## src/rtl/vec_ctrl_pkg.sv

```systemverilog
// Shared definitions for the vector sequencer.
// Opcodes, FSM states and instruction field helpers.
package vec_ctrl_pkg;

  localparam int OPC_LSB = 13;
  localparam int REG_LSB = 11;
  localparam int TMR_W   = 16;

  localparam logic [2:0] OP_NOP   = 3'b000;
  localparam logic [2:0] OP_LOAD  = 3'b001;
  localparam logic [2:0] OP_STORE = 3'b010;
  localparam logic [2:0] OP_ADD   = 3'b011;
  localparam logic [2:0] OP_MUL   = 3'b100;

  typedef enum logic [2:0] {
    ST_IDLE,
    ST_MEM_RD,
    ST_MEM_WR,
    ST_ALU_START,
    ST_ALU_WAIT,
    ST_DONE
  } state_e;

  function automatic logic [2:0] opc_of(
    input logic [15:0] ins
  );
    return ins[OPC_LSB+:3];
  endfunction

  function automatic logic [1:0] reg_of(
    input logic [15:0] ins
  );
    return ins[REG_LSB+:2];
  endfunction

endpackage

```

## src/rtl/vec_ctrl_watchdog.sv

```systemverilog
// Wait-cycle counter for the vector sequencer.
// Flags expiry on the TIMEOUT-th consecutive stalled cycle.
module vec_ctrl_watchdog
  import vec_ctrl_pkg::*;
#(
  parameter int TIMEOUT = 255
) (
  input  logic clk,
  input  logic rst,
  input  logic clr_i,
  input  logic en_i,
  output logic expire_o
);

  localparam logic [TMR_W-1:0] LAST =
    TMR_W'(TIMEOUT - 1);

  logic [TMR_W-1:0] cnt_q, cnt_d;

  always_comb begin
    cnt_d = cnt_q;
    if (clr_i) begin
      cnt_d = '0;
    end else if (en_i) begin
      cnt_d = cnt_q + TMR_W'(1);
    end
  end

  always_ff @(posedge clk) begin
    if (rst) begin
      cnt_q <= '0;
    end else begin
      cnt_q <= cnt_d;
    end
  end

  assign expire_o = en_i & (cnt_q == LAST);

endmodule

```

## src/rtl/vec_ctrl.sv

```systemverilog
// Single-issue sequencer for the 4x512b vector register file.
// Drives memory, ALU and register-file strobes for one instruction.
module vec_ctrl
  import vec_ctrl_pkg::*;
#(
  parameter int ADDR_W  = 9,
  parameter int TIMEOUT = 255
) (
  input  logic              clk,
  input  logic              rst,
  input  logic              instr_valid,
  output logic              instr_ready,
  input  logic [15:0]       instr,
  output logic              mem_req,
  output logic              mem_we,
  output logic [ADDR_W-1:0] mem_addr,
  output logic [1:0]        mem_rsel,
  input  logic              mem_ack,
  output logic              alu_start,
  output logic              alu_op,
  input  logic              alu_done,
  output logic              rf_write_enable,
  output logic [1:0]        rf_write_select,
  output logic              rf_write_enable_alu,
  output logic              instr_done,
  output logic              err,
  output logic              busy
);

  state_e            state_q, state_d;
  logic [2:0]        opc_q, opc_d;
  logic [1:0]        reg_q, reg_d;
  logic [ADDR_W-1:0] addr_q, addr_d;
  logic              err_q, err_d;

  logic in_mem, in_wait, hit, expire;
  logic rfwe, rfwe_alu;
  logic [1:0] rfsel;

  if (ADDR_W < 11) begin : g_pad
    logic unused_bits;
    assign unused_bits = ^instr[10:ADDR_W];
  end

  assign in_mem  = (state_q == ST_MEM_RD) ||
                   (state_q == ST_MEM_WR);
  assign in_wait = in_mem ||
                   (state_q == ST_ALU_WAIT);
  assign hit = (in_mem & mem_ack) |
               ((state_q == ST_ALU_WAIT) & alu_done);

  vec_ctrl_watchdog #(
    .TIMEOUT(TIMEOUT)
  ) u_wdog (
    .clk     (clk),
    .rst     (rst),
    .clr_i   (~in_wait),
    .en_i    (in_wait & ~hit),
    .expire_o(expire)
  );

  always_comb begin
    state_d  = state_q;
    opc_d    = opc_q;
    reg_d    = reg_q;
    addr_d   = addr_q;
    err_d    = err_q;
    rfwe     = 1'b0;
    rfsel    = 2'd0;
    rfwe_alu = 1'b0;
    unique case (state_q)
      ST_IDLE: begin
        if (instr_valid) begin
          opc_d  = opc_of(instr);
          reg_d  = reg_of(instr);
          addr_d = instr[ADDR_W-1:0];
          unique case (opc_of(instr))
            OP_NOP:   state_d = ST_DONE;
            OP_LOAD:  state_d = ST_MEM_RD;
            OP_STORE: state_d = ST_MEM_WR;
            OP_ADD,
            OP_MUL:   state_d = ST_ALU_START;
            default: begin
              err_d   = 1'b1;
              state_d = ST_DONE;
            end
          endcase
        end
      end
      ST_MEM_RD, ST_MEM_WR: begin
        if (mem_ack) begin
          rfwe    = (state_q == ST_MEM_RD);
          rfsel   = rfwe ? reg_q : 2'd0;
          state_d = ST_DONE;
        end else if (expire) begin
          err_d   = 1'b1;
          state_d = ST_DONE;
        end
      end
      ST_ALU_START: state_d = ST_ALU_WAIT;
      ST_ALU_WAIT: begin
        if (alu_done) begin
          rfwe_alu = 1'b1;
          state_d  = ST_DONE;
        end else if (expire) begin
          err_d   = 1'b1;
          state_d = ST_DONE;
        end
      end
      ST_DONE: begin
        err_d   = 1'b0;
        state_d = ST_IDLE;
      end
      default: state_d = ST_IDLE;
    endcase
  end

  always_ff @(posedge clk) begin
    if (rst) begin
      state_q <= ST_IDLE;
      opc_q   <= OP_NOP;
      reg_q   <= 2'd0;
      addr_q  <= '0;
      err_q   <= 1'b0;
    end else begin
      state_q <= state_d;
      opc_q   <= opc_d;
      reg_q   <= reg_d;
      addr_q  <= addr_d;
      err_q   <= err_d;
    end
  end

  // Every output is forced low while rst is asserted.
  assign instr_ready = ~rst & (state_q == ST_IDLE);
  assign busy        = ~rst & (state_q != ST_IDLE);
  assign mem_req     = ~rst & in_mem;
  assign mem_we      = ~rst & (state_q == ST_MEM_WR);
  assign mem_addr    = mem_req ? addr_q : '0;
  assign mem_rsel    = mem_we ? reg_q : 2'd0;
  assign alu_start   = ~rst & (state_q == ST_ALU_START);
  assign alu_op      = ~rst & (opc_q == OP_MUL) &
                       ((state_q == ST_ALU_START) ||
                        (state_q == ST_ALU_WAIT));
  assign instr_done  = ~rst & (state_q == ST_DONE);
  assign err         = instr_done & err_q;

  assign rf_write_enable     = ~rst & rfwe;
  assign rf_write_select     = rst ? 2'd0 : rfsel;
  assign rf_write_enable_alu = ~rst & rfwe_alu;

endmodule

```

## config.mk

```make
export PLATFORM = sky130hd
export DESIGN_NAME = vec_ctrl
export DESIGN_NICKNAME = d
export VERILOG_FILES = /design/src/rtl/vec_ctrl_pkg.sv /design/src/rtl/vec_ctrl_watchdog.sv /design/src/rtl/vec_ctrl.sv
export SDC_FILE = /design/constraint.sdc
export NUM_CORES = 1
export LEC_CHECK = 0
export ABC_AREA = 0
export CAP_MARGIN = 20
export CORE_ASPECT_RATIO = 1.4
export CORE_UTILIZATION = 49
export DETAILED_ROUTE_END_ITERATION = 8
export HOLD_SLACK_MARGIN = 0.1
export PLACE_DENSITY = 0.79
export SKIP_CTS_REPAIR_TIMING = 1
export SLEW_MARGIN = 20
export SYNTH_ARGS = -nofsm -noshare
export SYNTH_HDL_FRONTEND = slang
export SYNTH_HIERARCHICAL = 1
export SYNTH_SLANG_ARGS = --single-unit
```

## constraint.sdc

```tcl
create_clock -name clk -period 3.2 [get_ports clk]
set_input_delay 0.32 -clock clk [delete_from_list [all_inputs] [get_ports clk]]
set_output_delay 0.32 -clock clk [all_outputs]
set_load 0.01 [all_outputs]
```

==> metrics.yaml <==
cells_and_area:
  drive_above_1_share_pct: 8.65
  nNetsFinal: 288
  diodes: 0
  area_delta_synth_final_pct: 27.5
worst_setup_path:
  cp-end-kind: "flop"
  cp_top_family: "simple AND/OR/NAND/NOR gates"
  ff2ff_path_depth: 10
  critPathLaunchType: "flop"
  cp.arrival_ns: 2.75
  cp_slowest_stage_delay_ns: 0.61
  r2r-start: "state_q[2]"
  cp_cell_sequence: "nor3b_4 -> inv_1 -> o22ai_1 -> buf_4 -> nand4_1 -> nor3_1 -> nor4b_1 -> a21oi_1 -> o21ai_0 -> mux2i_1"
  r2r_slack_ns: 0.66
  critPathKind: "flop to flop"
  critPathMaxFanout: 11
  r2r-end: "err_q"
  crit_buf_inv: 2
  crit_slowest_cell: "dfxtp_1"
  required_ns: 3.41
cts:
  cts_tree: "built"
  clkSinkCount: 34
  clock-root-buffer: "clkbuf_8"
  clkLatencyLatePin_ns: 0.29
  clk_pin_slew_worst_paths_ns: 0.07
  cts_made_buffers: 5
  cts_max_level: 2
  clockBufferDepth: 2
timing:
  period_minus_slack_ns: 2.54
  period_share_pct: 79.3
  finalWorstSetupSlack_ns: 0.662
  finClkSkew_ns: 0.00626
  setup_tns_ns: 0
  tightest_slew_ns: 0.663
  slew_headroom_pct: 55.4
  hold_viol: 0
  grt_setup_unrepaired: "false"
  fmax_mhz: 394
  setup_viol: 0
  finalMaxSlewViolations: 0
route:
  route.vias.total: 1661
  via_per_inst: 5.39
  drt_iter0_drc: 42
  drt-wirelength-per-cell_um: 12.9
  drt-pass1-iter-count: 4
  detail-route-antenna-nets: 0
  drc: 0
  drt_wl_total_um: 3970
power_and_ir_drop:
  power_mw: 1.45
  peakVddDrop_uv: 625
  power_density_nw_per_um2: 619
  leakage_nw: 0.858
placed_design:
  dp_hpwl_um: 2810
  io_buffers: 41
  place_congestion: 0.883
  dpl_worst_slack_ns: 0.727
synth:
  synth.avg_cell_area_um2: 8.14
  yosys_warnings: 6
  seq_area_frac_synth_pct: 37.0
  ys_ff_latch: 34
  ys_types: 50
  syn_area_um2: 1840
  syn_inst: 226
  syn_nets: 249
global_routing:
  grt_pass1_vias: 1423
  grt_overflow: 0
  grtUsageMet3_pct: 5.93
  antenna_found_initial: 0
  grt.met1_usage_pct: 24.5
  met2_usage_pct: 37.6
  grt_usage_pct: 22.0
  top_usage_layer: "met2"
  grt_pass1_wl_um: 6300
  grt_max_degree: 20
hold_path:
  min_to: "addr_q[0]"
  min_from: "addr_q[0]"
  min_path_type: "flop to flop"
  holdPathStages: 2
flow_run:
  maxCapViolations: 0
floorplanning:
  die_area_um2: 4010
  die_y_um: 74.5
  core-area_um2: 3610
  ioPinCount: 44
  die_w_um: 53.8
  initial_core_util_pct: 51.0
  std_cell_rows: 26
status:
  outcome: "complete, no violations"
-- per-layer routing --
metal,vias to the layer above,part of all wire [%]
li1,858,-
met1,749,41
met2,49,51
met3,5,6.1
met4,0,1.8
met5,-,0
-- worst max path at each step --
| stage | startpoint | to | slack [ns] | depth (start not counted) |
|---|---|---|---|---|
| 3_3_place_gp | rst | alu_op | 0.71 | 4 |
| 3_5_place_dp | rst | alu_op | 0.73 | 4 |
| 6_report | state_q[2] | err_q | 0.66 | 10 |
| 4_1_cts | state_q[2] | err_q | 0.70 | 10 |
| 5_1_grt | state_q[2] | err_q | 0.36 | 10 |
| 2_1_floorplan | state_q[1] | state_q[2] | 1.0 | 9 |
-- cells in the final DEF (no fill, tap or decap), types with 2 or more instances in the layout --
cell / synthesis / routed
a21oi_1: 21 / 21
and2_1: 14 / 14
and3_1: 2 / 2
and4_1: 3 / 3
buf_4: 1 / 4
clkbuf_8: 0 / 5
clkdlybuf4s50_1: 0 / 41
clkinv_2: 0 / 2
dfxtp_1: 34 / 34
ha_1: 2 / 2
inv_1: 4 / 4
nand2_1: 41 / 41
nand2b_1: 3 / 3
nand3_1: 6 / 6
nand4_1: 4 / 4
nor2_1: 18 / 18
nor3_1: 5 / 5
nor4_1: 2 / 2
nor4b_1: 2 / 2
o211ai_1: 2 / 2
o21ai_0: 8 / 8
or3_1: 4 / 4
or4_1: 3 / 3
xnor2_1: 2 / 2
xor2_1: 8 / 8
-- synth_stat cells (all sizes together) --
cell type / count / area share [%]
a32oi: 1 / 0.48
o21a: 1 / 0.41
or3: 4 / 1.4
ha: 2 / 1.4
nor4: 2 / 0.68
o31ai: 1 / 0.41
xor2: 9 / 4.7
xnor2: 2 / 0.95
o22ai: 1 / 0.34
a222oi: 1 / 0.54
nand3: 6 / 1.6
inv: 4 / 0.82
mux2i: 1 / 0.54
and3: 2 / 0.68
buf: 10 / 4.6
nor4b: 3 / 1.8
nand3b: 2 / 1.0
and2: 15 / 5.2
nor3b: 1 / 1.0
nor3: 6 / 2.2
dfxtp: 34 / 37
a21oi: 21 / 5.7
a211o: 1 / 0.48
a211oi: 2 / 1.1
nand2b: 3 / 1.0
nor4bb: 1 / 0.54
nand4: 4 / 1.4
nand2: 42 / 9.0
and4: 3 / 1.4
nor2b: 1 / 0.34
o21ai: 8 / 2.2
or2: 1 / 0.34
o211ai: 2 / 0.82
clkbuf: 3 / 0.61
a31oi: 1 / 0.34
o31a: 1 / 0.48
nor2: 19 / 4.3
and3b: 1 / 0.48
or4: 4 / 1.8
-- metrics by stage --
| step | area [um^2] | util [%] | std cells | hold WS, ns |
|---|---|---|---|---|
| after global routing | 2350 | 65.0 | 308 | 0.470 |
| after detailed placement | 2240 | 62.0 | 300 | 0.443 |
| after global placement | 2240 | 62.0 | 300 | 0.437 |
| after floorplan | 1840 | - | 226 | 0.432 |
| after CTS | 2350 | 65.0 | 308 | 0.452 |
| final | 2350 | 65.0 | 308 | 0.451 |
-- area by class of cell --
cell class	count	area [um^2]
clock buffers	5	68.8
fillers	342	1260
clock inverters	3	40.0
well taps	42	52.6
flip-flops and latches	34	681
multi-input cells	175	1050
inverters	4	15.0
repair buffers	45	440
-- sequential cells by signal (all words and copies together), names as in the netlist --
| register | flops |
|---|---|
| addr_q | 9 |
| u_wdog/cnt_q | 16 |
| reg_q | 2 |
| opc_q | 3 |
| state_q | 3 |
| err_q | 1 |
-- cell families after synthesis --
logic type	after synthesis	synth area share, %
flip-flops	34	37.0
XOR/XNOR	11	5.64
AO/OA/AOI/OAI	41	13.3
buffers and inverters	17	5.98
adder cells (fa/ha/maj)	2	1.36
multiplexers	1	0.544
AND/OR/NAND/NOR	120	36.2
-- report_power, final --
part           switching [mW]  leakage (nW)  internal (mW)
Combinational           0.302         0.524          0.234
Sequential             0.0499         0.277          0.481
Clock                   0.156        0.0579          0.229
Total                   0.507         0.858          0.945
-- worst register-to-register path: cells and delay by family (launching register included) --
kind,cells,cell delay [ns]
flip-flops,1,0.61
buffers and inverters,2,0.23
multiplexers,1,0.14
AO/OA/AOI/OAI,3,0.37
AND/OR/NAND/NOR,4,1.10
No activity file was read; power rests on OpenSTA's default activity.
